===== config.mk =====
export PLATFORM = sky130hd
export DESIGN_NAME = sccb_write_master
export DESIGN_NICKNAME = d
export VERILOG_FILES = /design/src/rtl/sccb_write_master.sv
export SDC_FILE = /design/constraint.sdc
export NUM_CORES = 1
export LEC_CHECK = 0
export ABC_CLOCK_PERIOD_IN_PS = 3100
export CAP_MARGIN = 20
export CORE_MARGIN = 5
export CORE_UTILIZATION = 45
export DETAILED_ROUTE_END_ITERATION = 16
export PLACE_DENSITY = 0.66
export SLEW_MARGIN = 10
export SYNTH_ARGS = -nofsm -noshare
export SYNTH_HDL_FRONTEND = slang
export SYNTH_SLANG_ARGS = --single-unit

===== constraint.sdc =====
create_clock -name clk -period 3.1 [get_ports clk]
set_clock_uncertainty 0.1 [all_clocks]
set_input_delay 0.31 -clock clk [delete_from_list [all_inputs] [get_ports clk]]
set_output_delay 0.31 -clock clk [all_outputs]
set_load 0.03 [all_outputs]

===== src/rtl/sccb_write_master.sv =====
// SCCB (OV7670) write-only master: sends {CAM_ADDR, addr, data} as a 3-phase write.
// All pins are registered and derived from the next-state values, so they stay cycle-aligned with ready.
module sccb_write_master #(
   parameter int         CLK_FREQ  = 27000000,
   parameter int         SCCB_FREQ = 100000,
   parameter logic [7:0] CAM_ADDR  = 8'h42
) (
   input  logic       clk,
   input  logic       rst,
   input  logic       start,
   input  logic [7:0] addr,
   input  logic [7:0] data,
   output logic       ready,
   output logic       sioc,
   output logic       siod_out,
   output logic       siod_oe
);

   localparam int QTR_RAW = CLK_FREQ / (4 * SCCB_FREQ);
   localparam int QTR     = (QTR_RAW < 1) ? 1 : QTR_RAW;
   localparam int TW      = (QTR > 1) ? $clog2(QTR) : 1;
   localparam logic [TW-1:0] TICK_LAST = TW'(QTR - 1);

   typedef enum logic [1:0] {IDLE, START, BITS, STOP} state_t;

   typedef struct packed {
      logic ready;
      logic sioc;
      logic siod;
      logic oe;
   } pins_t;

   state_t        state, state_n;
   logic [TW-1:0] tick, tick_n;
   logic [1:0]    qtr, qtr_n;
   logic [4:0]    bit_cnt, bit_n;
   logic [1:0]    byte_cnt, byte_n;
   logic [23:0]   sreg, sreg_n;
   pins_t         pins_n;

   always_ff @(posedge clk) begin
      if (rst) begin
         state    <= IDLE;
         tick     <= '0;
         qtr      <= '0;
         bit_cnt  <= '0;
         byte_cnt <= '0;
         sreg     <= '0;
         ready    <= 1'b1;
         sioc     <= 1'b1;
         siod_out <= 1'b1;
         siod_oe  <= 1'b1;
      end else begin
         state    <= state_n;
         tick     <= tick_n;
         qtr      <= qtr_n;
         bit_cnt  <= bit_n;
         byte_cnt <= byte_n;
         sreg     <= sreg_n;
         ready    <= pins_n.ready;
         sioc     <= pins_n.sioc;
         siod_out <= pins_n.siod;
         siod_oe  <= pins_n.oe;
      end
   end

   always_comb begin
      state_n = state;
      tick_n  = tick;
      qtr_n   = qtr;
      bit_n   = bit_cnt;
      byte_n  = byte_cnt;
      sreg_n  = sreg;
      case (state)
         IDLE: begin
            if (start) begin
               state_n = START;
               tick_n  = '0;
               qtr_n   = '0;
               bit_n   = '0;
               byte_n  = '0;
               sreg_n  = {CAM_ADDR, addr, data};
            end
         end
         START, BITS, STOP: begin
            if (tick != TICK_LAST) begin
               tick_n = tick + 1'b1;
            end else begin
               tick_n = '0;
               qtr_n  = qtr + 2'd1;
               if (state == START && qtr == 2'd1) begin
                  state_n = BITS;
                  qtr_n   = '0;
               end else if (state == BITS && qtr == 2'd3) begin
                  // slot 8 is the don't-care bit: no shift, advance to next byte
                  if (bit_cnt == 5'd8) begin
                     bit_n = '0;
                     if (byte_cnt == 2'd2) begin
                        state_n = STOP;
                        byte_n  = '0;
                     end else begin
                        byte_n = byte_cnt + 2'd1;
                     end
                  end else begin
                     bit_n  = bit_cnt + 5'd1;
                     sreg_n = {sreg[22:0], 1'b0};
                  end
               end else if (state == STOP && qtr == 2'd3) begin
                  state_n = IDLE;
               end
            end
         end
         default: begin
            state_n = IDLE;
            tick_n  = '0;
            qtr_n   = '0;
            bit_n   = '0;
            byte_n  = '0;
         end
      endcase
   end

   always_comb begin
      pins_n = '1;
      case (state_n)
         START: begin
            pins_n.ready = 1'b0;
            pins_n.sioc  = (qtr_n == 2'd0);
            pins_n.siod  = 1'b0;
         end
         BITS: begin
            pins_n.ready = 1'b0;
            pins_n.sioc  = qtr_n[1];
            if (bit_n == 5'd8) begin
               pins_n.siod = 1'b0;
               pins_n.oe   = 1'b0;
            end else begin
               pins_n.siod = sreg_n[23];
            end
         end
         STOP: begin
            pins_n.ready = 1'b0;
            pins_n.sioc  = (qtr_n != 2'd0);
            pins_n.siod  = qtr_n[1];
         end
         default: pins_n = '1;
      endcase
   end

endmodule


==> metrics.yaml, run 1 <==
status:
  status: "completed"
clock_network:
  cts_tree: "built"
  clk_latency_ns: 0.30
  clk_pin_slew_worst_paths_ns: 0.09
  hold_buffers: 0
  post-cts-setup-buffers: 0
  cts.path.max_buffers: 2
  cts_sinks: 46
  numCtsBuffers: 5
  cts_resized: 0
  cts_root_buffer: "clkbuf_8"
  h-tree-depth: 2
critical_path:
  cp_max_fo: 6
  rr_worst_depth: 8
  rrSetupSlack_ns: 0.53
  r2r_start: "bit_cnt[0]$_SDFF_PP0_"
  r2r-end: "sioc$_SDFF_PP1_"
  crit_required_ns: 3.19
  critPathArrivalTime_ns: 2.66
  worstSetupPathType: "reg -> reg"
  cp-start-kind: "flop"
  critPathCaptureType: "flop"
cells_and_area:
  fillers: 447
  multiInputGateArea_sq_um: 1210
  drive_gt1_share_pct: 9.28
  regArea_sq_um: 921
  final_core_util_pct: 54.2
  diodes: 0
  area_growth_syn_to_layout_pct: 15.3
  fin_nets: 315
  fin_area_sq_um: 2590
power:
  power_density_nw_per_um2: 438
  power_uw: 1140
  comb_power_share_pct: 10.9
  swShare_pct: 24.9
  clock_power_share_pct: 34.0
  power_switching_uw: 283
  p_leak_uw: 0.000927
  pwr-share-seq_pct: 55.0
  internal_power_uw: 852
  irDropWorstVdd_v: 0.000281
drt:
  wl_per_cell_um: 13.7
  vias_per_cell: 5.56
  drtIter0Drc: 94
  drt_wl_total_mm: 4.91
  vias: 1991
  drtAntennaViolNets: 0
  route.detailed.drc: 0
  first_pass_iters: 5
yosys:
  synthDistinctLibCells: 52
  synth_area_sq_um: 2250
  yosysTopAreaCell: "dfxtp_1"
  synth_edf_count: 0
  seq_area_frac_synth_pct: 41.0
  synthMuxAreaShare_pct: 0.890
  synth-simple-area-share_pct: 28.5
  synth_compound_area_share_pct: 21.1
  avgSynthCellArea_sq_um: 8.24
  synth_commonest_cells: "46 x dfxtp_1, 35 x a21oi_1, 35 x nand2_1"
  netlist_instances: 273
  yosysWarnings: 0
  synth-xor-area-share_pct: 0
  synth_adder_area_share_pct: 3.34
  async_reset_ff_share_pct: 0
  synth.top_cell.area_share_pct: 41.0
  synth_top_family_by_area: "simple AND/OR/NAND/NOR gates"
  ys.flop_type: "dfxtp_1"
  synth.most_common_cell: "dfxtp_1"
  syn_nets: 298
  synth_area_leaders: "dfxtp_1 41%, a21oi_1 7.8%, nand2_1 5.8%, a22oi_1 5.0%, nor2_1 4.2%"
  yosys_register_bits: 46
die:
  die_height_um: 80.7
  die_area_sq_um: 6510
  initial_core_util_pct: 47.0
  dieWidth_um: 80.7
  rows: 25
  core_sq_um: 4790
  io-pin-count: 23
global_route:
  grt_max_degree: 39
  antenna_found_initial: 0
  groute.usage.overall_pct: 16.8
  gr-usage-met3_pct: 2.91
  top_usage_layer: "met2"
  grt-ovfl-total: 0
  met1_usage_pct: 21.4
  grt_pass1_vias: 1943
  met2_usage_pct: 27.2
  grt_pass1_wl_mm: 8.54
timing:
  max_freq_ghz: 0.389
  period_minus_slack_ns: 2.57
  fin_crit_sh_pct: 83.0
  worst_pin_slew_ns: 0.710
  rsz0062_at_grt: "false"
  setup_tns_ns: 0
  slew_viol_final: 0
  whs_ns: 0.356
  finalSetupViolations: 0
  relSlewSlack_pct: 52.0
  hold_viol_final: 0
job:
  cap_violations: 0
placement:
  io_buffers: 22
  gp_congestion: 0.902
  placed_area_sq_um: 2500
  hpwl_mm: 3.41
worst_hold_path:
  hold_end: "sreg[20]$_SDFFE_PP0P_"
  hp-start: "sreg[19]$_SDFFE_PP0P_"
  hp-class: "reg -> reg"
  hold_depth: 2
[worst max-delay path by stage]
stage / start / endpoint / slack [ns]
after CTS: bit_cnt[0]$_SDFF_PP0_ / sioc$_SDFF_PP1_ / 0.55
after detailed placement: bit_cnt[0]$_SDFF_PP0_ / sioc$_SDFF_PP1_ / 0.59
after floorplan: bit_cnt[0]$_SDFF_PP0_ / sioc$_SDFF_PP1_ / 0.81
after global placement: bit_cnt[0]$_SDFF_PP0_ / sioc$_SDFF_PP1_ / 0.69
after global routing: bit_cnt[0]$_SDFF_PP0_ / sioc$_SDFF_PP1_ / 0.40
final: bit_cnt[0]$_SDFF_PP0_ / sioc$_SDFF_PP1_ / 0.53
[routing by layer]
layer / vias up / share of wire, %
li1: 1001 / -
met1: 949 / 49
met3: 9 / 3.4
met4: 0 / 1.7
met5: - / 0
met2: 32 / 46
[logic make-up (layout without fill, tap and decap cells)]
kind of cell,count (synthesis),after routing
mux,2,2
flops,46,46
simple gates,121,121
compound gates,75,75
fa+ha+maj,6,6
buf+inv,23,41
[power groups by stage]
stage | clock network, uW | registers [uW] | logic [uW]
after global routing | 422 | 628 | 137
after CTS | 402 | 625 | 124
after floorplan | 0 | 638 | 76.2
after global placement | 0 | 639 | 123
final | 386 | 625 | 124
after detailed placement | 0 | 639 | 124
[per-stage QoR]
step,std cells,worst slack (ns)
after floorplan,273,0.810
final,358,0.528
after global routing,358,0.402
after global placement,350,0.689
after detailed placement,350,0.591
after CTS,358,0.553
[critical path, stage by stage, from the launching register on]
cell	delay (ns)
dfxtp_1	0.37
inv_1	0.09
ha_1	0.16
or4bb_1	0.57
nor2_1	0.38
a32oi_4	0.21
and2_1	0.20
o32ai_1	0.30
nand2_1	0.08
[placed cells by master (no fill, tap or decap), types with 4 or more instances in the layout]
| cell type | synthesis | final |
|---|---|---|
| a21oi_1 | 35 | 35 |
| ha_1 | 6 | 6 |
| inv_1 | 6 | 6 |
| o21ai_0 | 9 | 9 |
| nand3_1 | 13 | 13 |
| nor2_1 | 25 | 25 |
| nand2_1 | 35 | 35 |
| clkdlybuf4s50_1 | 0 | 22 |
| clkbuf_8 | 0 | 6 |
| nor3_1 | 8 | 8 |
| nor2b_1 | 4 | 4 |
| a22oi_1 | 15 | 15 |
| buf_4 | 3 | 5 |
| and2_1 | 4 | 4 |
| dfxtp_1 | 46 | 46 |
[final cells by class]
cell class                      instances  share of cell area, %
Clock inverter                          1                  0.338
Inverter                                6                  0.869
Sequential cell                        46                   35.5
Multi-Input combinational cell        204                   46.8
Clock buffer                            7                   3.33
Tap cell                               67                   3.23
Timing Repair Buffer                   27                   9.94
[sequential cells by signal (all words and copies together) (netlist names)]
signal,cells
qtr,2
sioc,1
tick,7
state,2
byte_cnt,2
ready,1
bit_cnt,5
siod_out,1
siod_oe,1
sreg,24
Power figures use the tool's default switching activity.
==> run 2, diff against run 1 <==
--- a/config.mk
+++ b/config.mk
@@ -5,7 +5,7 @@
 export SDC_FILE = /design/constraint.sdc
 export NUM_CORES = 1
 export LEC_CHECK = 0
-export ABC_CLOCK_PERIOD_IN_PS = 3100
+export ABC_CLOCK_PERIOD_IN_PS = 2450
 export CAP_MARGIN = 20
 export CORE_MARGIN = 5
 export CORE_UTILIZATION = 45
==> constraint.sdc (replaced) <==
create_clock -name clk -period 2.45 [get_ports clk]
set_clock_uncertainty 0.1 [all_clocks]
set_input_delay 0.245 -clock clk [delete_from_list [all_inputs] [get_ports clk]]
set_output_delay 0.245 -clock clk [all_outputs]
set_load 0.03 [all_outputs]
==> run 2 against run 1 <==
Critical path depth stayed put. Sequential cell count unchanged. Combinational power rose by 31%. Worst hold slack got worse by 0.0020 ns. Sequential share of layout area decreased by 1.2 points. Wire length rose by 1.8%. Total power grew 34%. Critical path type unchanged. Critical endpoint unchanged. Register-to-register slack worse by 0.39 ns.
==> metrics.yaml, run 2 (synthesis gave the netlist of run 1 again) <==
timing:
  hold_viol_final: 0
  fin_ws_ns: 0.134
  setup_tns_ns: 0
  worst_pin_slew_ns: 0.399
  slew_viol_final: 0
  relSlewSlack_pct: 73.2
  period_minus_slack_ns: 2.32
  finalSetupViolations: 0
  max_freq_ghz: 0.432
  fin_crit_sh_pct: 94.6
drt:
  first_pass_iters: 4
  vias_per_cell: 5.55
  wl_per_cell_um: 13.7
  drtIter0Drc: 128
  drt_wl_total_mm: 5.00
  drtAntennaViolNets: 0
  vias: 2030
  route.detailed.drc: 0
clock_network:
  h-tree-depth: 2
  cts_root_buffer: "clkbuf_8"
  cts_resized: 0
  cts_sinks: 46
  hold_buffers: 0
  numCtsBuffers: 5
  cts_tree: "built"
  post-cts-setup-buffers: 0
  cts.path.max_buffers: 2
  clk_pin_slew_worst_paths_ns: 0.09
  clk_latency_ns: 0.30
global_route:
  grt_max_degree: 39
  antenna_found_initial: 0
  grt_pass1_wl_mm: 8.41
  grt-ovfl-total: 0
  grt_pass1_vias: 1841
  groute.usage.overall_pct: 16.5
die:
  die_height_um: 80.7
  rows: 25
  core_sq_um: 4790
  die_area_sq_um: 6510
  io-pin-count: 23
  dieWidth_um: 80.7
  initial_core_util_pct: 47.0
placement:
  hpwl_mm: 3.57
  io_buffers: 22
  placed_area_sq_um: 2560
  place_ws_ns: 0.111
  gp_congestion: 0.871
status:
  status: "completed"
critical_path:
  crit_required_ns: 2.54
  cp-start-kind: "flop"
  rrSetupSlack_ns: 0.13
  critPathArrivalTime_ns: 2.41
  cp_max_fo: 5
  worstSetupPathType: "reg -> reg"
  critPathCaptureType: "flop"
cells_and_area:
  fin_area_sq_um: 2680
  diodes: 0
  fin_nets: 324
  area_growth_syn_to_layout_pct: 19.4
  reg_top3: "sreg: 24 flops, tick: 7 flops, bit_cnt: 5 flops"
  largest_register_ffs: 24
  fillers: 460
  final_cell_mix: "46 x dfxtp_1, 35 x nand2_1, 35 x a21oi_1"
  regArea_sq_um: 921
  top_register: "sreg"
  multiInputGateArea_sq_um: 1220
  final_common_cell: "dfxtp_1"
  drive_gt1_share_pct: 12.7
power:
  p_leak_uw: 0.000984
  power_density_nw_per_um2: 569
  pwr-share-seq_pct: 51.8
  clock_power_share_pct: 37.5
  comb_power_share_pct: 10.6
  swShare_pct: 22.9
  irDropWorstVdd_v: 0.000281
  power_switching_uw: 349
  internal_power_uw: 1180
worst_hold_path:
  hp-class: "reg -> reg"
job:
  cap_violations: 0
[run 2: cell types whose count changed in the layout (fill, tap and decap cells not counted)]
cell | before | now
buf_4 | 5 | 14
inv_6 | 1 | 0
or4b_4 | 0 | 1
clkbuf_1 | 1 | 0
bufinv_16 | 0 | 1
nor2_2 | 1 | 2
nor2_1 | 25 | 24
or4b_1 | 1 | 0
[run 2: routing by layer]
metal / vias up / routed length [um] / global-route usage [%] / share of wire (%)
li1: 1019 / - / - / -
met1: 964 / 2440 / 22.6 / 49
met2: 38 / 2240 / 25.2 / 45
met3: 9 / 238 / 3.59 / 4.8
met4: 0 / 78 / 6.08 / 1.6
met5: - / 0 / 0 / 0
[run 2: final cells by class]
class	count	area share (%)
Tap cell	67	3.12
Multi-Input combinational cell	204	45.4
Timing Repair Buffer	36	12.1
Clock buffer	6	3.08
Inverter	6	0.839
Sequential cell	46	34.3
Clock inverter	1	1.12
[run 2: power by group through the flow]
| stage | combinational (uW) | sequential, uW | clock [uW] |
|---|---|---|---|
| 4_1_cts | 163 | 791 | 590 |
| 5_1_grt | 181 | 795 | 618 |
| 6_report | 162 | 791 | 573 |
| 3_3_place_gp | 161 | 808 | 0 |
| 3_5_place_dp | 162 | 808 | 0 |
| 2_1_floorplan | 96.4 | 807 | 0 |
[run 2: path summary, 6_finish.rpt]
kind | from | endpoint | cells after the start
worst min register to register | sreg[20]$_SDFFE_PP0P_ | sreg[21]$_SDFFE_PP0P_ | 2
worst max register to register | bit_cnt[1]$_SDFF_PP0_ | sioc$_SDFF_PP1_ | 8
worst min-delay path | sreg[20]$_SDFFE_PP0P_ | sreg[21]$_SDFFE_PP0P_ | 2
worst max-delay path | bit_cnt[1]$_SDFF_PP0_ | sioc$_SDFF_PP1_ | 8
[run 2: metrics by stage]
| stage | hold WS [ns] | util [%] | power, uW | instances |
|---|---|---|---|---|
| finish | 0.354 | 56.1 | 1530 | 366 |
| global route | 0.378 | 56.1 | 1590 | 366 |
| floorplan | 0.281 | - | 903 | 273 |
| CTS | 0.358 | 55.9 | 1540 | 366 |
| detailed placement | 0.347 | 53.6 | 970 | 359 |
| global placement | 0.340 | 53.6 | 969 | 359 |
[run 2: worst max-delay path: stages, from the launching register on]
cell     delay (ns)
dfxtp_1        0.34
inv_1          0.08
ha_1           0.16
or4bb_1        0.58
nor2_2         0.25
a32oi_4        0.17
and2_1         0.19
o32ai_1        0.28
nand2_1        0.07
